--- config.mk ---
export PLATFORM = sky130hd
export DESIGN_NAME = detect_winner
export DESIGN_NICKNAME = d
export VERILOG_FILES = /design/src/rtl/detect_winner.sv
export SDC_FILE = /design/constraint.sdc
export NUM_CORES = 1
export LEC_CHECK = 0
export BUFFER_PORTS_ARGS = -buffer_cell sky130_fd_sc_hd__buf_2
export CAP_MARGIN = 20
export CORE_MARGIN = 1.5
export CORE_UTILIZATION = 30
export DETAILED_ROUTE_END_ITERATION = 7
export GPL_TIMING_DRIVEN = 0
export HOLD_SLACK_MARGIN = 0.1
export PLACE_DENSITY = 0.54
export SYNTH_ARGS = -nofsm -noshare
export SYNTH_HDL_FRONTEND = slang
export SYNTH_SLANG_ARGS = --single-unit
--- constraint.sdc ---
create_clock -name clk -period 0.8 [get_ports clk]
set_input_delay 0.16 -clock clk [delete_from_list [all_inputs] [get_ports clk]]
set_output_delay 0.16 -clock clk [all_outputs]
set_load 0.01 [all_outputs]
--- src/rtl/detect_winner.sv ---
// rtl/detect_winner.sv - registered tic-tac-toe line, winner, draw and overlap detector
//
// Purpose: examines the two players' square masks every clock and registers
// which of the eight lines are complete, who owns them, whether the board is
// a finished draw, and whether any square is claimed twice.
//
// Ports:
//   clk       in   1  rising-edge clock
//   rst_n     in   1  asynchronous active-low reset
//   ain       in   9  squares held by player A (bit 8 top-left, row-major, bit 0 bottom-right)
//   bin       in   9  squares held by player B (same mapping)
//   win_line  out  8  completed-line flags: [0..2] rows top..bottom, [3..5] columns
//                     left..right, [6] diagonal TL-BR, [7] diagonal TR-BL
//   a_wins    out  1  player A owns at least one complete line
//   b_wins    out  1  player B owns at least one complete line
//   draw      out  1  board full, no winner, no overlap
//   illegal   out  1  at least one square claimed by both players
module detect_winner (
  input  logic       clk,
  input  logic       rst_n,
  input  logic [8:0] ain,
  input  logic [8:0] bin,
  output logic [7:0] win_line,
  output logic       a_wins,
  output logic       b_wins,
  output logic       draw,
  output logic       illegal
);

  // One bit per line, set when all three squares are held in mask s.
  function automatic logic [7:0] lines_of(input logic [8:0] s);
    lines_of = {s[6] & s[4] & s[2],   // [7] TR-BL diagonal
                s[8] & s[4] & s[0],   // [6] TL-BR diagonal
                s[6] & s[3] & s[0],   // [5] right column
                s[7] & s[4] & s[1],   // [4] middle column
                s[8] & s[5] & s[2],   // [3] left column
                &s[2:0],              // [2] bottom row
                &s[5:3],              // [1] middle row
                &s[8:6]};             // [0] top row
  endfunction

  logic [7:0] a_lines;
  logic [7:0] b_lines;
  logic [7:0] win_line_d, win_line_q;
  logic       a_wins_d, a_wins_q;
  logic       b_wins_d, b_wins_q;
  logic       draw_d, draw_q;
  logic       illegal_d, illegal_q;

  // Lines are taken from the raw masks even when squares overlap, so an
  // illegal board can still report wins for either or both players.
  always_comb begin
    a_lines    = lines_of(ain);
    b_lines    = lines_of(bin);
    win_line_d = a_lines | b_lines;
    a_wins_d   = |a_lines;
    b_wins_d   = |b_lines;
    illegal_d  = |(ain & bin);
    draw_d     = ((ain | bin) == 9'h1FF) && !a_wins_d && !b_wins_d && !illegal_d;
  end

  always_ff @(posedge clk or negedge rst_n) begin
    if (!rst_n) begin
      win_line_q <= 8'h00;
      a_wins_q   <= 1'b0;
      b_wins_q   <= 1'b0;
      draw_q     <= 1'b0;
      illegal_q  <= 1'b0;
    end else begin
      win_line_q <= win_line_d;
      a_wins_q   <= a_wins_d;
      b_wins_q   <= b_wins_d;
      draw_q     <= draw_d;
      illegal_q  <= illegal_d;
    end
  end

  assign win_line = win_line_q;
  assign a_wins   = a_wins_q;
  assign b_wins   = b_wins_q;
  assign draw     = draw_q;
  assign illegal  = illegal_q;

endmodule

---- Yosys cells after proc, flatten, opt, wreduce, memory -nomap -nowiden ----
Index checks and enable logic that the tools add are counted.
storage, ports and cells
  word-level logic and storage cells ...... 44
  flip-flop bits (word level) ............. 12
  bits in writable memories ............... 0
  memories kept ........................... 0
  input port bits ......................... 20
  ROM bits ................................ 0
  latch bits .............................. 0
  output and inout port bits .............. 12
cells by class
  reductions and logical operators ........ 15
  equality and inequality tests ........... 1
  mux-type cells .......................... 0
  $add $sub $neg .......................... 0
  multipliers ............................. 0
  div/mod/pow operators ................... 0
  magnitude comparators ................... 0
  shifts and indexed selects .............. 0
  bitwise logic cells ..................... 23
operator list
  cell                                         number
  1-bit bitwise AND                            20
  3-bit AND reduction                          6
  8-bit OR reduction                           2
  9-bit bitwise AND                            1
  9-bit equality test (second input constant)  1
  9-bit OR                                     1
  9-bit OR reduction                           1
  8-bit OR                                     1
  1-bit logical AND                            3
  1-bit logical NOT                            3

---- Depth between registers and ports, before layout ----
Gate-level depths: netlist of the first run.
  depth in word-level cells ............... 7
  depth in mapped cells ................... 5
  depth with buffers taken out ............ 4

---- Worst setup path before layout of the first run ----
Ideal clock, no wire load.
  path kind ............................... input to register
  start ................................... in bin[4]
  end ..................................... reg draw_q, in the netlist draw
  stages .................................. 4
  setup slack ............................. -0.362 ns
  required time ........................... 0.704 ns
  setup time .............................. 0.096 ns
  arrival ................................. 1.066 ns
  buffers on the path ..................... 1
  path through ............................ buf_2 a22o_1 a221o_1 nor4_2
between the ends
  word-level cells in the longest chain between the ends .. 6
  elaborated cells between the ends (all ways) .. 17
  those cells by class .................... eq/ne (1); bitwise (8); reduce/logical (8)
RTL lines
  item                                                line        source
  start: declaration                                  22          input logic [8:0] bin,
  1-bit bitwise AND (on tied branches) (2 in series)  35, 32, 33
  8-bit OR reduction (*)                              57          b_wins_d = |b_lines;
  via b_wins_d                                        46          logic b_wins_d, b_wins_q;
  1-bit logical NOT (*)                               59          draw_d = ((ain | bin) == 9'h1FF) && !a_wins_d && !b_wins_d && !illegal_d;
  1-bit logical AND (*) (2 in series)                 59
  via draw_d                                          47          logic draw_d, draw_q;
  end signal: assignment                              73          draw_q <= draw_d;
  end: declaration                                    47
Mark *: on every way through the listed nets, which the timed path passes. The rest lies on a longest branch.

---- Final worst setup path of the first run ----
  start ................................... reg illegal_q, in the netlist illegal
  end ..................................... out illegal
RTL lines
  item                      line  source
  start: declaration        48    logic illegal_d, illegal_q;
  start signal: assignment  74    illegal_q <= illegal_d;
  end: declaration          27    output logic illegal
No word-level cell between the ends.

==> results of run 1 <==
## state kept, by name, indices dropped and copies added, names as in the netlist
name	count
win_line	8
a_wins	1
b_wins	1
draw	1
illegal	1
## what timing repair did
action,in CTS,in global routing
setup endpoints to repair,13,14
buffers inserted,1,0
hold buffers,1,0
hold endpoints to repair,12,0
pin swaps,4,3
gates resized for setup,8,6
## layer usage
layer | GRT usage | up-vias | part of all wire
met5 | 0 | - | 0
met4 | 0.09444 | 0 | 0.013
met3 | 0.05385 | 4 | 0.10
met2 | 0.2466 | 56 | 0.46
met1 | 0.2264 | 291 | 0.42
li1 | - | 303 | -
## power breakdown
group	internal, mW	total [mW]	switching, mW
Sequential	0.646	0.655	0.00853
Clock	0.277	0.474	0.197
Combinational	0.166	0.344	0.178
## final cells by class
class | count | share of cell area
clock buffer | 4 | 0.04119
timing repair buffer | 31 | 0.2372
buffer | 2 | 0.03409
multi-input combinational | 44 | 0.3111
tap | 25 | 0.03551
sequential | 12 | 0.3409
## per-stage QoR
step / utilization / hold WS (ps) / instance area [um^2] / cells
final: 0.4940 / 131.0 / 880.8 / 118
after global routing: 0.4940 / 139.0 / 880.8 / 118
after CTS: 0.4821 / 126.3 / 859.6 / 118
after detailed placement: 0.4379 / 49.21 / 780.7 / 112
after global placement: 0.4379 / 46.93 / 780.7 / 112
after floorplan: - / -135.6 / 604.3 / 58
## final timing paths
check                                  start               endpoint  slack [ps]  cells after the start
min in group asynchronous              rst_n       b_wins$_DFF_PN0_         290                      2
max in group asynchronous              rst_n  win_line[3]$_DFF_PN0_         300                      2
worst max-delay path       illegal$_DFF_PN0_                illegal        -130                      1
worst min-delay path                  bin[4]  win_line[7]$_DFF_PN0_         130                      3
## cell usage after synthesis
library cell,count
a222oi_1,1
a221o_1,2
buf_2,1
nand3_1,17
o22ai_1,3
nand4_1,2
nand2_1,8
nor4_2,1
a22oi_1,1
a221oi_1,1
o221ai_1,1
buf_6,1
dfrtp_1,12
nor2_1,1
a22o_1,5
nor4_1,1
## logic make-up after synthesis
logic type      count (synthesis)  share of synthesized area
buf+inv                         2                    0.02783
compound gates                 14                     0.2013
flops                          12                     0.5139
simple gates                   30                     0.2570
==> run metrics, run 1 <==
status finished, violations left; failing checks negative setup slack; Layout fillers 174; width of the die 47.13 um; GRT Util Overall 0.1710; DIE HEIGHT 47.13 um; Mapped Area 584.3 um^2; initial core utilization 0.3277; WP data arrival 770 ps; max_slew headroom 0.8212; sequential share of the synthesized area 0.5139; DP HPWL 1250 um; Yosys warning count 0; Residual DRC 0; number of diodes 0; most frequent cells in the layout 21 x buf_2, 17 x nand3_1, 12 x dfrtp_1, 8 x nand2_1; max-slew violation count 0; CP endpoint kind output pin; largest cells by area after synthesis dfrtp_1 51%, nand3_1 15%, a22o_1 7.5%; leading area contributor after synthesis dfrtp_1; CP Cell Sequence buf_6; Place WS -435.6 ps; total grt overflow 0; DR iter-0 viols 31; setup TNS -1570 ps; drt first pass iters 5; TritonCTS clock tree yes; Multi-input gate area 274.0 um^2; Layout area overhead 50.75%; register area 300.3 um^2; largest net degree at the start of global routing 13; wire length of the first global-routing pass 2546 um; Power, Total 1.473 mW; WP buf/inv 1; Placer Congestion 0.9013; Leak 0.4460 nW; fmax 1.080 GHz; Crit path max-delay family flip-flops; CTS buffer count 3; antenna violations before repair 0; Clock Tree Buf Depth 2; Max-cap violations 0; clk root buf clkbuf_4; unrepaired setup endpoints after global routing yes; slowest CP cell dfrtp_1; H-tree depth 1; Fin. Hold Viols 0; synth unique cells 16; vias in the first global route 570; detailed-route via count 654; Worst VDD drop 894.3 uV; CP max FO 1; Critical Path Max Stage Delay 380 ps; startpoint types register; Pwr Density 1673 nW/um^2; share of cells above drive strength 1 0.4086; row count 15; Worst Hold Class input port to register; vias per cell 5.542; smallest setup slack after layout -125.8 ps; final wirelength 1628 um; Final period util 1.157; Post-Synthesis Cells 58; syn nets 78; commonest non-fill, non-tap cell in the layout buf_2; post-synth top area share 0.5139; final setup fails 14; CTS clk-pin slew, worst paths 70 ps; Core ar. 1783 um^2; Mean Syn Cell Area 10.07 um^2; Nets 114; Routed Antenna Nets 0; Yosys reg bits 12; post-route minimum period 925.8 ps; I/O pin count 32; Setup CP Type register to output pin; number of buffers added on ports 29; full die area 2221 um^2; Routed WL per cell 13.80 um; Worst Path Required 640 ps; CTS Sinks 12; Worst-Margin Slew 268.2 ps
(Power assumes the default switching activity.)
==> run 2: changes to the inputs <==
--- a/config.mk
+++ b/config.mk
@@ -9,10 +9,10 @@
 export CAP_MARGIN = 20
 export CORE_MARGIN = 1.5
 export CORE_UTILIZATION = 30
+export CTS_CLUSTER_SIZE = 40
 export DETAILED_ROUTE_END_ITERATION = 7
 export GPL_TIMING_DRIVEN = 0
 export HOLD_SLACK_MARGIN = 0.1
-export PLACE_DENSITY = 0.54
 export SYNTH_ARGS = -nofsm -noshare
 export SYNTH_HDL_FRONTEND = slang
 export SYNTH_SLANG_ARGS = --single-unit
==> run 2 against run 1 <==
Compared with the run above: the run still ends with negative setup slack left; global-route usage down 0.97 points; power decreased by 8.1%; utilization grew 0.98 points; final area increased by 2.0%.
==> run metrics, run 2 (same netlist as run 1, synthesis figures left out) <==
width of the die 47.13 um (unchanged); wire length of the first global-routing pass 2442 um (-4.1%); Routed Antenna Nets 0 (unchanged); combinational power share 0.266 (+0.032); setup TNS -1437 ps (+132.5 ps); vias in the first global route 550 (-3.5%); DR iter-0 viols 23 (-26%); clk root buf clkbuf_4; Place WS -439.0 ps (-3.433 ps); max-slew violation count 0 (unchanged); Worst Hold Class input port to register; startpoint types input port; smallest setup slack after layout -150.5 ps (-24.76 ps); CTS Sinks 12 (unchanged); Met1 Wirelength 663 um (-2.5%); Clock Tree Buf Depth 2 (unchanged); Final period util 1.188 (+0.03095); commonest non-fill, non-tap cell in the layout buf_2; Layout area overhead 53.75%; Seq pwr share 0.484 (+0.039); post-route minimum period 950.5 ps (+24.76 ps); most frequent cells in the layout 22 x buf_2, 17 x nand3_1, 12 x dfrtp_1, 8 x nand2_1, 6 x buf_6; I/O pin count 32 (unchanged); total grt overflow 0 (unchanged); Hold Path Cell Cnt 3 (unchanged); row count 15 (unchanged); switching power share of the total 0.2597 (-0.0006022); Residual DRC 0 (unchanged); Switching Power 0.3518 mW (-8.3%); CP endpoint kind register; Routed WL per cell 12.68 um (-8.1%); hold worst-path end win_line[7]$_DFF_PN0_; DP HPWL 1180 um (-5.7%); TritonCTS clock tree yes; WP data arrival 1120 ps (+350 ps); Pwr Density 1508 nW/um^2 (-9.9%); number of buffers added on ports 29 (unchanged); vias per cell 5.533 (-0.16%); max layer used met4; status finished, violations left; Worst Path Required 970 ps (+330 ps); H-tree depth 1 (unchanged); CP max FO 6 (+5); fmax 1.052 GHz (-2.6%); detailed-route via count 664 (+1.5%); Internal 1.003 mW (-8.0%); clock power share 0.249 (-0.073); max_slew headroom 0.8282 (+0.007002); min-delay src ain[6]; share of cells above drive strength 1 0.4211 (+0.01245); GRT Util Overall 0.1613 (-0.009710); drt first pass iters 4 (-1); antenna violations before repair 0 (unchanged); final setup fails 14 (unchanged); CTS clk-pin slew, worst paths 60 ps (about the same); Nets 117 (+2.6%); max reg flops 8 (unchanged); CTS buffer count 3 (unchanged); DIE HEIGHT 47.13 um (unchanged); Setup CP Type input port to register; number of diodes 0 (unchanged); Fin. Hold Viols 0 (unchanged); largest net degree at the start of global routing 13 (unchanged); Worst-Margin Slew 255.3 ps (-12.86 ps); failing checks negative setup slack; final wirelength 1521 um (-6.6%); full die area 2221 um^2 (unchanged); Core ar. 1783 um^2 (unchanged); initial core utilization 0.3277 (unchanged); Max-cap violations 0 (unchanged); Placer Congestion 0.8918 (-1.1%); routed wl met3 131 um (-22%); Worst VDD drop 600.7 uV (-33%); Leak 0.4575 nW (+2.6%); metal2 WL 680 um (-10%); unrepaired setup endpoints after global routing yes
-- run 2: cell count changes in the layout (fill, tap and decap cells not counted), sizes merged --
cell	before	now
clkbuf	4	3
buf	32	35
-- run 2: layer usage --
metal,GRT usage,vias up
met3,0.02308,5
met2,0.2466,48
li1,-,309
met5,0,-
met4,0.1111,0
met1,0.2089,302
-- run 2: timing repair --
item	CTS	global route
buffers inserted	3	2
setup endpoints to repair	13	14
hold buffers	1	0
endpoints found under the hold margin	12	0
pin swaps	3	3
gates resized for setup	8	7
-- run 2: layout make-up --
type | instances | area, um^2
well taps | 25 | 31.28
multi-input cells | 44 | 274.0
flip-flops and latches | 12 | 300.3
fillers | 176 | 884.6
plain buffers | 2 | 30.03
clock buffers | 3 | 22.52
repair buffers | 34 | 240.2
-- run 2: metrics by stage --
stage | instance area, um^2 | total power [mW] | cells | utilization | hold WS (ps)
2_1_floorplan | 604.3 | 0.8096 | 58 | - | -135.6
3_3_place_gp | 780.7 | 0.9685 | 112 | 0.4379 | 39.99
3_5_place_dp | 780.7 | 0.9714 | 112 | 0.4379 | 42.99
4_1_cts | 860.8 | 1.345 | 119 | 0.4828 | 146.0
5_1_grt | 898.4 | 1.451 | 120 | 0.5039 | 137.7
6_report | 898.4 | 1.354 | 120 | 0.5039 | 146.4
-- run 2: how the worst max path moves through the flow --
stage                endpoint  slack, ps  startpoint
2_1_floorplan  draw$_DFF_PN0_       -300      bin[4]
3_3_place_gp   draw$_DFF_PN0_       -420      ain[8]
3_5_place_dp   draw$_DFF_PN0_       -440      ain[8]
4_1_cts        draw$_DFF_PN0_       -150      ain[7]
5_1_grt        draw$_DFF_PN0_       -190      ain[8]
6_report       draw$_DFF_PN0_       -150      ain[8]
-- run 2: power groups by stage --
| stage | clock [mW] | combinational (mW) | sequential, mW |
|---|---|---|---|
| floorplan | 0 | 0.117 | 0.693 |
| global placement | 0 | 0.303 | 0.665 |
| detailed placement | 0 | 0.306 | 0.666 |
| CTS | 0.353 | 0.338 | 0.654 |
| global route | 0.399 | 0.392 | 0.661 |
| finish | 0.338 | 0.361 | 0.656 |
-- run 2: worst max-delay path: stages --
cell     delay (ps)
buf_8           100
a22o_1          220
a221o_1         380
nor4_2          260
==> run 3: changes to the inputs <==
--- a/config.mk
+++ b/config.mk
@@ -13,6 +13,8 @@
 export DETAILED_ROUTE_END_ITERATION = 7
 export GPL_TIMING_DRIVEN = 0
 export HOLD_SLACK_MARGIN = 0.1
+export MAX_ROUTING_LAYER = met4
 export SYNTH_ARGS = -nofsm -noshare
 export SYNTH_HDL_FRONTEND = slang
 export SYNTH_SLANG_ARGS = --single-unit
+export TNS_END_PERCENT = 10
==> constraint.sdc (replaced) <==
create_clock -name clk -period 0.8 [get_ports clk]
set_input_delay 0.04 -clock clk [delete_from_list [all_inputs] [get_ports clk]]
set_output_delay 0.04 -clock clk [all_outputs]
set_load 0.01 [all_outputs]
==> run 3 against run 2 <==
Compared with the run above: the run still ends with negative setup slack left; power is 6.1% higher; combinational power is 14% higher; wire length is 31% higher; via count is 17% higher; final area is 19% higher; critical path depth is 3 lower; clock power is 9.2% higher; die area stayed put; maximum frequency is 13% higher; utilization is 9.6 points higher; clock-buffer cell count stayed put; highest routed layer unchanged.
==> run metrics, run 3 (same netlist as run 1, synthesis figures left out) <==
Max-cap violations 0 (unchanged); commonest non-fill, non-tap cell in the layout buf_2; CP max FO 1 (-5); Layout fillers 155 (-12%); Crit path max-delay family flip-flops; Final period util 1.053 (-0.1355); initial core utilization 0.3277 (unchanged); final setup fails 7 (-7); post-route minimum period 842.1 ps (-108.4 ps); WP buf/inv 1 (unchanged); failing checks negative setup slack; CP endpoint kind output pin; vias per cell 5.616 (+1.5%); Placed Cells 112 (unchanged); Residual DRC 0 (unchanged); fin cells 138 (+15%); WP data arrival 800 ps (-320 ps); I/O pin count 32 (unchanged); Routed Antenna Nets 0 (unchanged); total grt overflow 0 (unchanged); largest net degree at the start of global routing 13 (unchanged); drt first pass iters 4 (unchanged); unrepaired setup endpoints after global routing yes; DIE HEIGHT 47.13 um (unchanged); CTS clk-pin slew, worst paths 80 ps (+20 ps); CTS buffer count 3 (unchanged); most frequent cells in the layout 23 x buf_2, 22 x dlygate4sd3_1, 16 x nand3_1, 12 x dfrtp_1, 8 x nand2_1; Pwr Density 1343 nW/um^2 (-11%); max_slew headroom 0.8205 (-0.007751); min-delay src ain[2]; M1 GR Usage 0.2394 (+0.03052); Critical Path Max Stage Delay 390 ps (about the same); max reg flops 8 (unchanged); detailed-route via count 775 (+17%); width of the die 47.13 um (unchanged); met3 Usage GRT 0.007692 (-0.01538); Hold Path Cell Cnt 3 (unchanged); Worst Hold Class input port to register; wire length of the first global-routing pass 2898 um (+19%); Nets 135 (+15%); CP Cell Sequence buf_2; Fin. Hold Viols 0 (unchanged); full die area 2221 um^2 (unchanged); Worst Path Required 760 ps (-210 ps); status finished, violations left; DP HPWL 1257 um (+6.6%); busiest metal layer after global routing met2; Setup CP Type register to output pin; row count 15 (unchanged); Placer Congestion 0.9801 (+9.9%); placed cell area 770.7 um^2 (-1.3%); clk root buf clkbuf_4; number of diodes 0 (unchanged); Clock Tree Buf Depth 2 (unchanged); GRT Util Overall 0.1909 (+0.02961); final wirelength 1989 um (+31%); Routed WL per cell 14.41 um (+14%); number of buffers added on ports 29 (unchanged); Core ar. 1783 um^2 (unchanged); Leak 0.4975 nW (+8.7%); H-tree depth 1 (unchanged); CTS Sinks 12 (unchanged); fmax 1.187 GHz (+13%); slowest CP cell dfrtp_1; vias in the first global route 646 (+17%); met2 Resource Use GR 0.3123 (+0.06575); smallest setup slack after layout -42.14 ps (+108.4 ps); Layout area overhead 83.08%; hold worst-path end illegal$_DFF_PN0_; max-slew violation count 0 (unchanged); Worst VDD drop 716.7 uV (+19%); Worst-Margin Slew 269.3 ps (+13.98 ps); final instance area 1070 um^2 (+19%); DR iter-0 viols 38 (+65%); antenna violations before repair 0 (unchanged); TritonCTS clock tree yes; share of cells above drive strength 1 0.3363 (-0.08477); startpoint types register
-- run 3: changes by cell type in the layout (fill, tap and decap cells not counted) --
cell           change
buf_6              -1
dlygate4sd3_1     +21
buf_4              -2
buf_2              +1
buf_8              -2
clkbuf_4           +1
nand3_2            +1
nand3_1            -1
-- run 3: worst max path at each step --
stage,from,to,slack (ps),cells after the start
floorplan,bin[4],draw$_DFF_PN0_,-180,4
global placement,bin[8],draw$_DFF_PN0_,-310,5
detailed placement,ain[8],draw$_DFF_PN0_,-320,4
CTS,ain[7],draw$_DFF_PN0_,-30,4
global route,ain[7],draw$_DFF_PN0_,-120,4
finish,win_line[6]$_DFF_PN0_,win_line[6],-40,1
-- run 3: power breakdown --
group	leakage [nW]	switching [mW]	total (mW)	internal [mW]
sequential	0.149	0.00881	0.655	0.647
clock	0.0138	0.195	0.369	0.174
combinational	0.335	0.199	0.412	0.214
-- run 3: cell type report --
class	count	area, um^2	share of cell area
repair buffers	52	410.4	0.3836
plain buffers	2	26.28	0.02456
flip-flops and latches	12	300.3	0.2807
multi-input cells	44	279.0	0.2608
well taps	25	31.28	0.02924
clock buffers	3	22.52	0.02105
-- run 3: through the flow --
step / utilization / total power, mW / setup TNS [ps] / worst slack (ps) / hold WS (ps)
global route: 0.6000 / 1.483 / -359.4 / -116.8 / 86.04
floorplan: - / 0.8054 / -214.5 / -184.8 / -255.6
CTS: 0.5789 / 1.401 / -84.33 / -31.78 / 86.35
global placement: 0.4323 / 0.9636 / -650.6 / -310.4 / -79.00
finish: 0.6000 / 1.437 / -121.8 / -42.14 / 81.88
detailed placement: 0.4323 / 0.9677 / -640.4 / -319.5 / -68.82
-- run 3: per-layer routing --
metal / share of wire / vias to the layer above / wire length [um]
met5: 0 / - / 0
met4: 0.048 / 0 / 96
met3: 0.099 / 18 / 196
met2: 0.44 / 68 / 885
met1: 0.41 / 344 / 811
li1: - / 345 / -
-- run 3: repair_timing --
| action | in CTS | in global routing |
|---|---|---|
| gates resized for setup | 7 | 7 |
| hold buffers | 21 | 1 |
| pin swaps | 3 | 5 |
| endpoints found under the setup margin | 4 | 14 |
| gates cloned | 0 | 0 |
| endpoints found under the hold margin | 20 | 2 |
| buffers inserted | 1 | 0 |
